## src/rtl/uart_pkg.sv

```systemverilog
// Shared definitions for the parametrised UART receiver.
//   - parity mode encodings
//   - receiver FSM state encoding
//   - width rule of one FIFO entry: {ferr, perr, data}
package uart_pkg;

  localparam int PARITY_NONE = 0;
  localparam int PARITY_ODD  = 1;
  localparam int PARITY_EVEN = 2;

  typedef enum logic [2:0] {
    IDLE,
    START,
    DATA,
    PARITY,
    STOP
  } rx_state_t;

  // One received frame as stored in the FIFO: {ferr, perr, data[DATA_BITS-1:0]}.
  function automatic int rx_entry_width(input int data_bits);
    return data_bits + 2;
  endfunction

endpackage

```

## src/rtl/uart_rx_fifo.sv

```systemverilog
// Synchronous show-ahead FIFO holding received frames.
// Ports:
//   CLK, RST      clock, asynchronous active-high reset (FIFO empties)
//   push, din     write request / data; ignored when full unless popping too
//   pop           read request; ignored when empty
//   full, empty   occupancy flags (registered count)
//   dout          head entry, forced to 0 while empty
module uart_rx_fifo #(
  parameter int WIDTH = 10,
  parameter int DEPTH = 4
) (
  input  logic             CLK,
  input  logic             RST,
  input  logic             push,
  input  logic             pop,
  input  logic [WIDTH-1:0] din,
  output logic             full,
  output logic             empty,
  output logic [WIDTH-1:0] dout
);

  localparam int AW = $clog2(DEPTH);
  localparam int CW = AW + 1;

  logic [WIDTH-1:0] mem [DEPTH];
  logic [AW-1:0]    wr_ptr, rd_ptr;
  logic [CW-1:0]    count;
  logic             do_push, do_pop;

  assign full  = (count == CW'(DEPTH));
  assign empty = (count == '0);
  // A push into a full FIFO still lands if the head leaves in the same cycle.
  assign do_pop  = pop & ~empty;
  assign do_push = push & (~full | do_pop);
  assign dout    = empty ? '0 : mem[rd_ptr];

  always_ff @(posedge CLK or posedge RST) begin
    if (RST) begin
      wr_ptr <= '0;
      rd_ptr <= '0;
      count  <= '0;
    end else begin
      if (do_push) wr_ptr <= wr_ptr + AW'(1);
      if (do_pop)  rd_ptr <= rd_ptr + AW'(1);
      count <= count + CW'(do_push) - CW'(do_pop);
    end
  end

  always_ff @(posedge CLK) begin
    if (do_push) mem[wr_ptr] <= din;
  end

endmodule

```

## src/rtl/uart_rx_param.sv

```systemverilog
// Parametrised UART receiver with error flags and an output FIFO.
// Ports:
//   CLK, RST   clock, asynchronous active-high reset
//   UART_RX    asynchronous serial line, idles high
//   rx_data    head-of-FIFO data (show-ahead)
//   rx_perr    parity error flag of head entry
//   rx_ferr    framing error flag of head entry
//   rx_valid   FIFO not empty
//   rx_ready   consumer pop (rx_valid && rx_ready consumes the head)
//   overrun    one-cycle pulse when a finished frame is dropped on a full FIFO
//   busy       receiver FSM not idle
module uart_rx_param
  import uart_pkg::*;
#(
  parameter int CLKS_PER_BIT = 10417,
  parameter int DATA_BITS    = 8,
  parameter int PARITY_MODE  = PARITY_NONE,
  parameter int STOP_BITS    = 1,
  parameter int FIFO_DEPTH   = 4
) (
  input  logic                 CLK,
  input  logic                 RST,
  input  logic                 UART_RX,
  output logic [DATA_BITS-1:0] rx_data,
  output logic                 rx_perr,
  output logic                 rx_ferr,
  output logic                 rx_valid,
  input  logic                 rx_ready,
  output logic                 overrun,
  output logic                 busy
);

  localparam int EW = rx_entry_width(DATA_BITS);
  localparam int CW = $clog2(CLKS_PER_BIT);
  localparam int BW = $clog2(DATA_BITS);
  localparam logic [CW-1:0] SAMPLE_PT = CW'(CLKS_PER_BIT / 2 - 1);
  localparam logic [CW-1:0] CNT_MAX   = CW'(CLKS_PER_BIT - 1);
  localparam logic [BW-1:0] LAST_BIT  = BW'(DATA_BITS - 1);

  rx_state_t state, nxt;

  logic                 sync1, sync2, prev;
  logic [CW-1:0]        cnt;
  logic [BW-1:0]        bit_idx;
  logic                 stop_idx;
  logic [DATA_BITS-1:0] shreg;
  logic                 perr_q, ferr_q, done_q;
  logic                 push;
  logic                 sample, fall, last_stop, par_err;
  logic                 fifo_full, fifo_empty;
  logic [EW-1:0]        fifo_dout;

  assign sample    = (cnt == SAMPLE_PT);
  assign fall      = prev & ~sync2;
  assign last_stop = (stop_idx == 1'(STOP_BITS - 1));
  // XOR over data and parity bit is 0 for a correct even frame, 1 for odd.
  assign par_err   = (PARITY_MODE == PARITY_EVEN) ? (^shreg ^ sync2) : ~(^shreg ^ sync2);
  assign busy      = (state != IDLE);

  always_ff @(posedge CLK or posedge RST) begin
    if (RST) state <= IDLE;
    else     state <= nxt;
  end

  always_comb begin
    nxt  = state;
    push = 1'b0;
    unique case (state)
      IDLE:   if (fall) nxt = START;
      START:  if (sample) nxt = sync2 ? IDLE : DATA;
      DATA:   if (sample && bit_idx == LAST_BIT)
                nxt = (PARITY_MODE != PARITY_NONE) ? PARITY : STOP;
      PARITY: if (sample) nxt = STOP;
      // done_q marks the cycle after the last stop sample: push and leave.
      STOP:   if (done_q) begin
                push = 1'b1;
                nxt  = IDLE;
              end
      default: nxt = IDLE;
    endcase
  end

  always_ff @(posedge CLK or posedge RST) begin
    if (RST) begin
      sync1    <= 1'b1;
      sync2    <= 1'b1;
      prev     <= 1'b1;
      cnt      <= '0;
      bit_idx  <= '0;
      stop_idx <= 1'b0;
      shreg    <= '0;
      perr_q   <= 1'b0;
      ferr_q   <= 1'b0;
      done_q   <= 1'b0;
      overrun  <= 1'b0;
    end else begin
      sync1   <= UART_RX;
      sync2   <= sync1;
      prev    <= sync2;
      overrun <= push & fifo_full & ~rx_ready;
      // Held at 0 in IDLE so START always begins from a cleared counter.
      if (state == IDLE || cnt == CNT_MAX) cnt <= '0;
      else                                 cnt <= cnt + CW'(1);
      unique case (state)
        START: if (sample) begin
          bit_idx  <= '0;
          stop_idx <= 1'b0;
          perr_q   <= 1'b0;
          ferr_q   <= 1'b0;
          done_q   <= 1'b0;
        end
        DATA: if (sample) begin
          shreg   <= {sync2, shreg[DATA_BITS-1:1]};
          bit_idx <= bit_idx + BW'(1);
        end
        PARITY: if (sample) perr_q <= par_err;
        STOP: begin
          if (done_q) begin
            done_q <= 1'b0;
          end else if (sample) begin
            if (!sync2) ferr_q <= 1'b1;
            if (last_stop) done_q   <= 1'b1;
            else           stop_idx <= 1'b1;
          end
        end
        default: ;
      endcase
    end
  end

  uart_rx_fifo #(
    .WIDTH (EW),
    .DEPTH (FIFO_DEPTH)
  ) u_fifo (
    .CLK   (CLK),
    .RST   (RST),
    .push  (push),
    .pop   (rx_ready),
    .din   ({ferr_q, perr_q, shreg}),
    .full  (fifo_full),
    .empty (fifo_empty),
    .dout  (fifo_dout)
  );

  assign rx_valid = ~fifo_empty;
  assign rx_ferr  = fifo_dout[EW-1];
  assign rx_perr  = fifo_dout[EW-2];
  assign rx_data  = fifo_dout[DATA_BITS-1:0];

endmodule
```

## config.mk

```make
export PLATFORM = sky130hd
export DESIGN_NAME = uart_rx_param
export DESIGN_NICKNAME = d
export VERILOG_FILES = /design/src/rtl/uart_pkg.sv /design/src/rtl/uart_rx_fifo.sv /design/src/rtl/uart_rx_param.sv
export SDC_FILE = /design/constraint.sdc
export NUM_CORES = 1
export LEC_CHECK = 0
export CAP_MARGIN = 15
export CORE_ASPECT_RATIO = 0.9
export CORE_MARGIN = 2
export CORE_UTILIZATION = 50
export DETAILED_ROUTE_END_ITERATION = 12
export GPL_TIMING_DRIVEN = 0
export PLACE_DENSITY = 0.68
export SYNTH_ARGS = -nofsm -noshare
export SYNTH_HDL_FRONTEND = slang
export SYNTH_SLANG_ARGS = --single-unit
```

## constraint.sdc

```tcl
create_clock -name CLK -period 3 [get_ports CLK]
set_input_delay 0.6 -clock CLK [delete_from_list [all_inputs] [get_ports CLK]]
set_output_delay 0.6 -clock CLK [all_outputs]
set_load 0.05 [all_outputs]
```

==> results.ini, run 1 <==
[run_status]
status=finished, final reports clean

[synthesis]
syn_area_per_cell_um2=14.1
yosysSeqAreaShare_pct=61.8
synthFlopType=edfxtp_1
synth_seq_cells=82
synthCells=259
syn_area_mm2=0.00365
synth-edff-count=40
yosys.area.top_type=edfxtp_1
yosysMostFrequentCell=edfxtp_1
synth_top_area_share_pct=32.9
ys_top_cells_by_area=edfxtp_1, dfrtp_1, mux4_2, ha_1, mux2_4
yosys_warnings=0
ys_types=38
netlist_top_cells_count=edfxtp_1, dfrtp_1, nor2_1
async_flop_share_pct=51.2
syn-num-nets=274

[global_route]
antenna_found_initial=0
grt_max_degree=43
grt_usage_pct=16.7
grt_pass1_wl_mm=10.2
overflow=0
first_global_vias=2094

[critical_path]
crit_path_start_kind=flip-flop
required_ns=2.40
endpoint_kind=primary output
critPathArrivalTime_ns=2.24
critPathKind=flip-flop to primary output
path_max_fanout=10

[power_and_ir_drop]
switching_share_pct=28.2
internal_power_uw=1820
power_density_mw_per_mm2=616
power_uw=2540
clkPwrFrac_pct=31.3
peakVddDrop_uv=348
p_switching_uw=717
p_leak_uw=0.00181
power_frac_seq_pct=52.2
pwr-share-comb_pct=16.5

[detailed_routing]
initialDrtViolationCount=164
wl_mm=6.02
drc=0
viasPerCell=5.42
drt.antenna.violating_nets=0
via_count=2081
wire_per_inst_um=15.7
drt-pass1-iter-count=4

[clock_network]
root_buffer=clkbuf_8
clk_latency_ns=0.34
clk_pin_slew_ns=0.09
cts_made_buffers=9
clk_path_buf_depth=2
cts_setup_buffers=0
cts.sinks=82
htree_levels=3
tritoncts=yes

[floorplan]
fp.dieH_um=85.1
rows=29
die_area_mm2=0.00800
num_io_pins=17
core-area_mm2=0.00708
start_util_pct=51.6
die_w_um=94.1

[final_layout]
regArea_mm2=0.00226
n_fill_cell=572
n_antenna_cell=0
nets=301
area.growth.synth_to_final_pct=13.0
drive_gt1_share_pct=16.2
multi_input_area_mm2=0.00130
finalNonFillerCells=384

[timing]
slew_viol_final=0
fin_crit_sh_pct=94.7
relSlewSlack_pct=41.5
tightest_slew_ns=0.876
fin_hold_ws_ns=0.360
tns_ns=0
hold_viol=0
rsz0062_at_grt=false
fin_skew_ns=0.0110
fmax_mhz=352
layout_min_cycle_time_ns=2.84
finalSetupViolCount=0

[place]
dpl.hpwl_mm=4.03
portBuffers=16
finalWeightedCongestion=0.796
dpl.cell_count=368

[min_path]
min_path_type=flip-flop to flip-flop

[flow_run]
cap_violations=0

==> worst paths after layout <==
path | start | end | slack (ns) | depth (start not counted)
setup / recovery | u_fifo.rd_ptr[0] | rx_data[2] | 0.16 | 4
hold / removal | sync1 | sync2 | 0.36 | 0
setup reg to reg | u_fifo.count[1] | u_fifo.count[2] | 0.61 | 9
hold reg to reg | sync1 | sync2 | 0.36 | 0
max in group asynchronous | RST | bit_idx[1] | 1.68 | 2
min in group asynchronous | RST | cnt[1] | 0.76 | 2
==> cell type report <==
class | instances | area share (%)
Sequential cell | 82 | 54.7
Multi-Input combinational cell | 155 | 31.6
Timing Repair Buffer | 16 | 3.70
Clock buffer | 9 | 3.00
Tap cell | 93 | 2.82
Clock inverter | 7 | 1.88
Inverter | 13 | 1.18
Buffer | 9 | 1.12
==> per-stage QoR <==
stage	worst slack, ns	utilization, %	instance area (µm²)
2_1_floorplan	0.631	-	3650
3_3_place_gp	-0.0931	55.5	3930
3_5_place_dp	-0.129	55.5	3930
4_1_cts	0.0548	58.2	4120
5_1_grt	0.0340	58.3	4120
6_report	0.159	58.3	4120
==> worst max-delay path, cell delays in order, from the launching register on <==
cell and delay (ns):
dfrtp_1 0.41, buf_2 0.34, mux4_2 0.56, and2_1 0.17, dlygate4sd2_1 0.41
==> kinds of logic (layout without fill, tap and decap cells) <==
kind of cell,count (synthesis),in the layout,synth area share [%]
AND/OR/NAND/NOR,85,85,13.0
adder cells (fa/ha/maj),11,11,3.98
XOR/XNOR,22,22,5.65
multiplexers,19,19,9.77
AO/OA/AOI/OAI,18,18,3.29
buffers and inverters,22,54,2.54
flip-flops,82,82,61.8
==> power by group through the flow <==
stage                     clock network, µW  logic [µW]  registers [µW]
after floorplan                           0         335            1330
after global placement                    0         410            1350
after detailed placement                  0         428            1350
after CTS                               818         430            1320
after global routing                    875         472            1340
final                                   796         419            1320
==> what timing repair did <==
item	in CTS	in global routing
endpoints found under the setup margin	9	1
hold buffers	0	0
resized for setup	10	1
==> cells in the final DEF (no fill, tap or decap), drive strengths merged, types with 3 or more instances in the layout <==
cell,netlist,final
a21oi,5,5
a22o,3,3
and2,16,16
and4,3,3
buf,4,4
clkbuf,5,14
clkdlybuf4s50,0,7
clkinv,0,4
dfrtp,39,39
dfstp,3,3
dlygate4sd2,0,8
edfxtp,40,40
ha,10,10
inv,13,15
mux2,9,9
mux4,10,10
nand2,10,10
nand2b,3,3
nand3,7,7
nor2,22,22
nor4,3,3
o21ai,4,4
o31ai,3,3
o41ai,3,3
or3,6,6
or4,3,3
xnor2,13,13
xor2,8,8
==> sequential cells by signal, summed over array words and instances, names as in the netlist <==
signal	flops
bit_idx	3
cnt	14
done_q	1
ferr_q	1
overrun	1
perr_q	1
prev	1
shreg	8
state	3
sync1	1
sync2	1
u_fifo.count	3
u_fifo.mem	40
u_fifo.rd_ptr	2
u_fifo.wr_ptr	2
==> metal layers <==
layer  vias to the layer above  wire (µm)  global-route usage, %
li1                        987          -                      -
met4                         0         71                   6.72
met3                         6        144                   2.93
met1                      1052       2840                   24.3
met5                         -          0                      0
met2                        36       2970                   25.3
Power figures use the tool's default switching activity.
==> run 2, diff against run 1 <==
--- a/config.mk
+++ b/config.mk
@@ -5,6 +5,7 @@
 export SDC_FILE = /design/constraint.sdc
 export NUM_CORES = 1
 export LEC_CHECK = 0
+export ABC_CLOCK_PERIOD_IN_PS = 3000
 export CAP_MARGIN = 15
 export CORE_ASPECT_RATIO = 0.9
 export CORE_MARGIN = 2
==> results of run 2 <==
Final layout, timing and power as in run 1 (identical DEF).
==> run 3, diff against run 2 <==
--- a/config.mk
+++ b/config.mk
@@ -12,6 +12,7 @@
 export CORE_UTILIZATION = 50
 export DETAILED_ROUTE_END_ITERATION = 12
 export GPL_TIMING_DRIVEN = 0
+export HOLD_SLACK_MARGIN = 0.03
 export PLACE_DENSITY = 0.68
 export SYNTH_ARGS = -nofsm -noshare
 export SYNTH_HDL_FRONTEND = slang
==> results of run 3 <==
Final layout, timing and power as in run 1 (identical DEF).
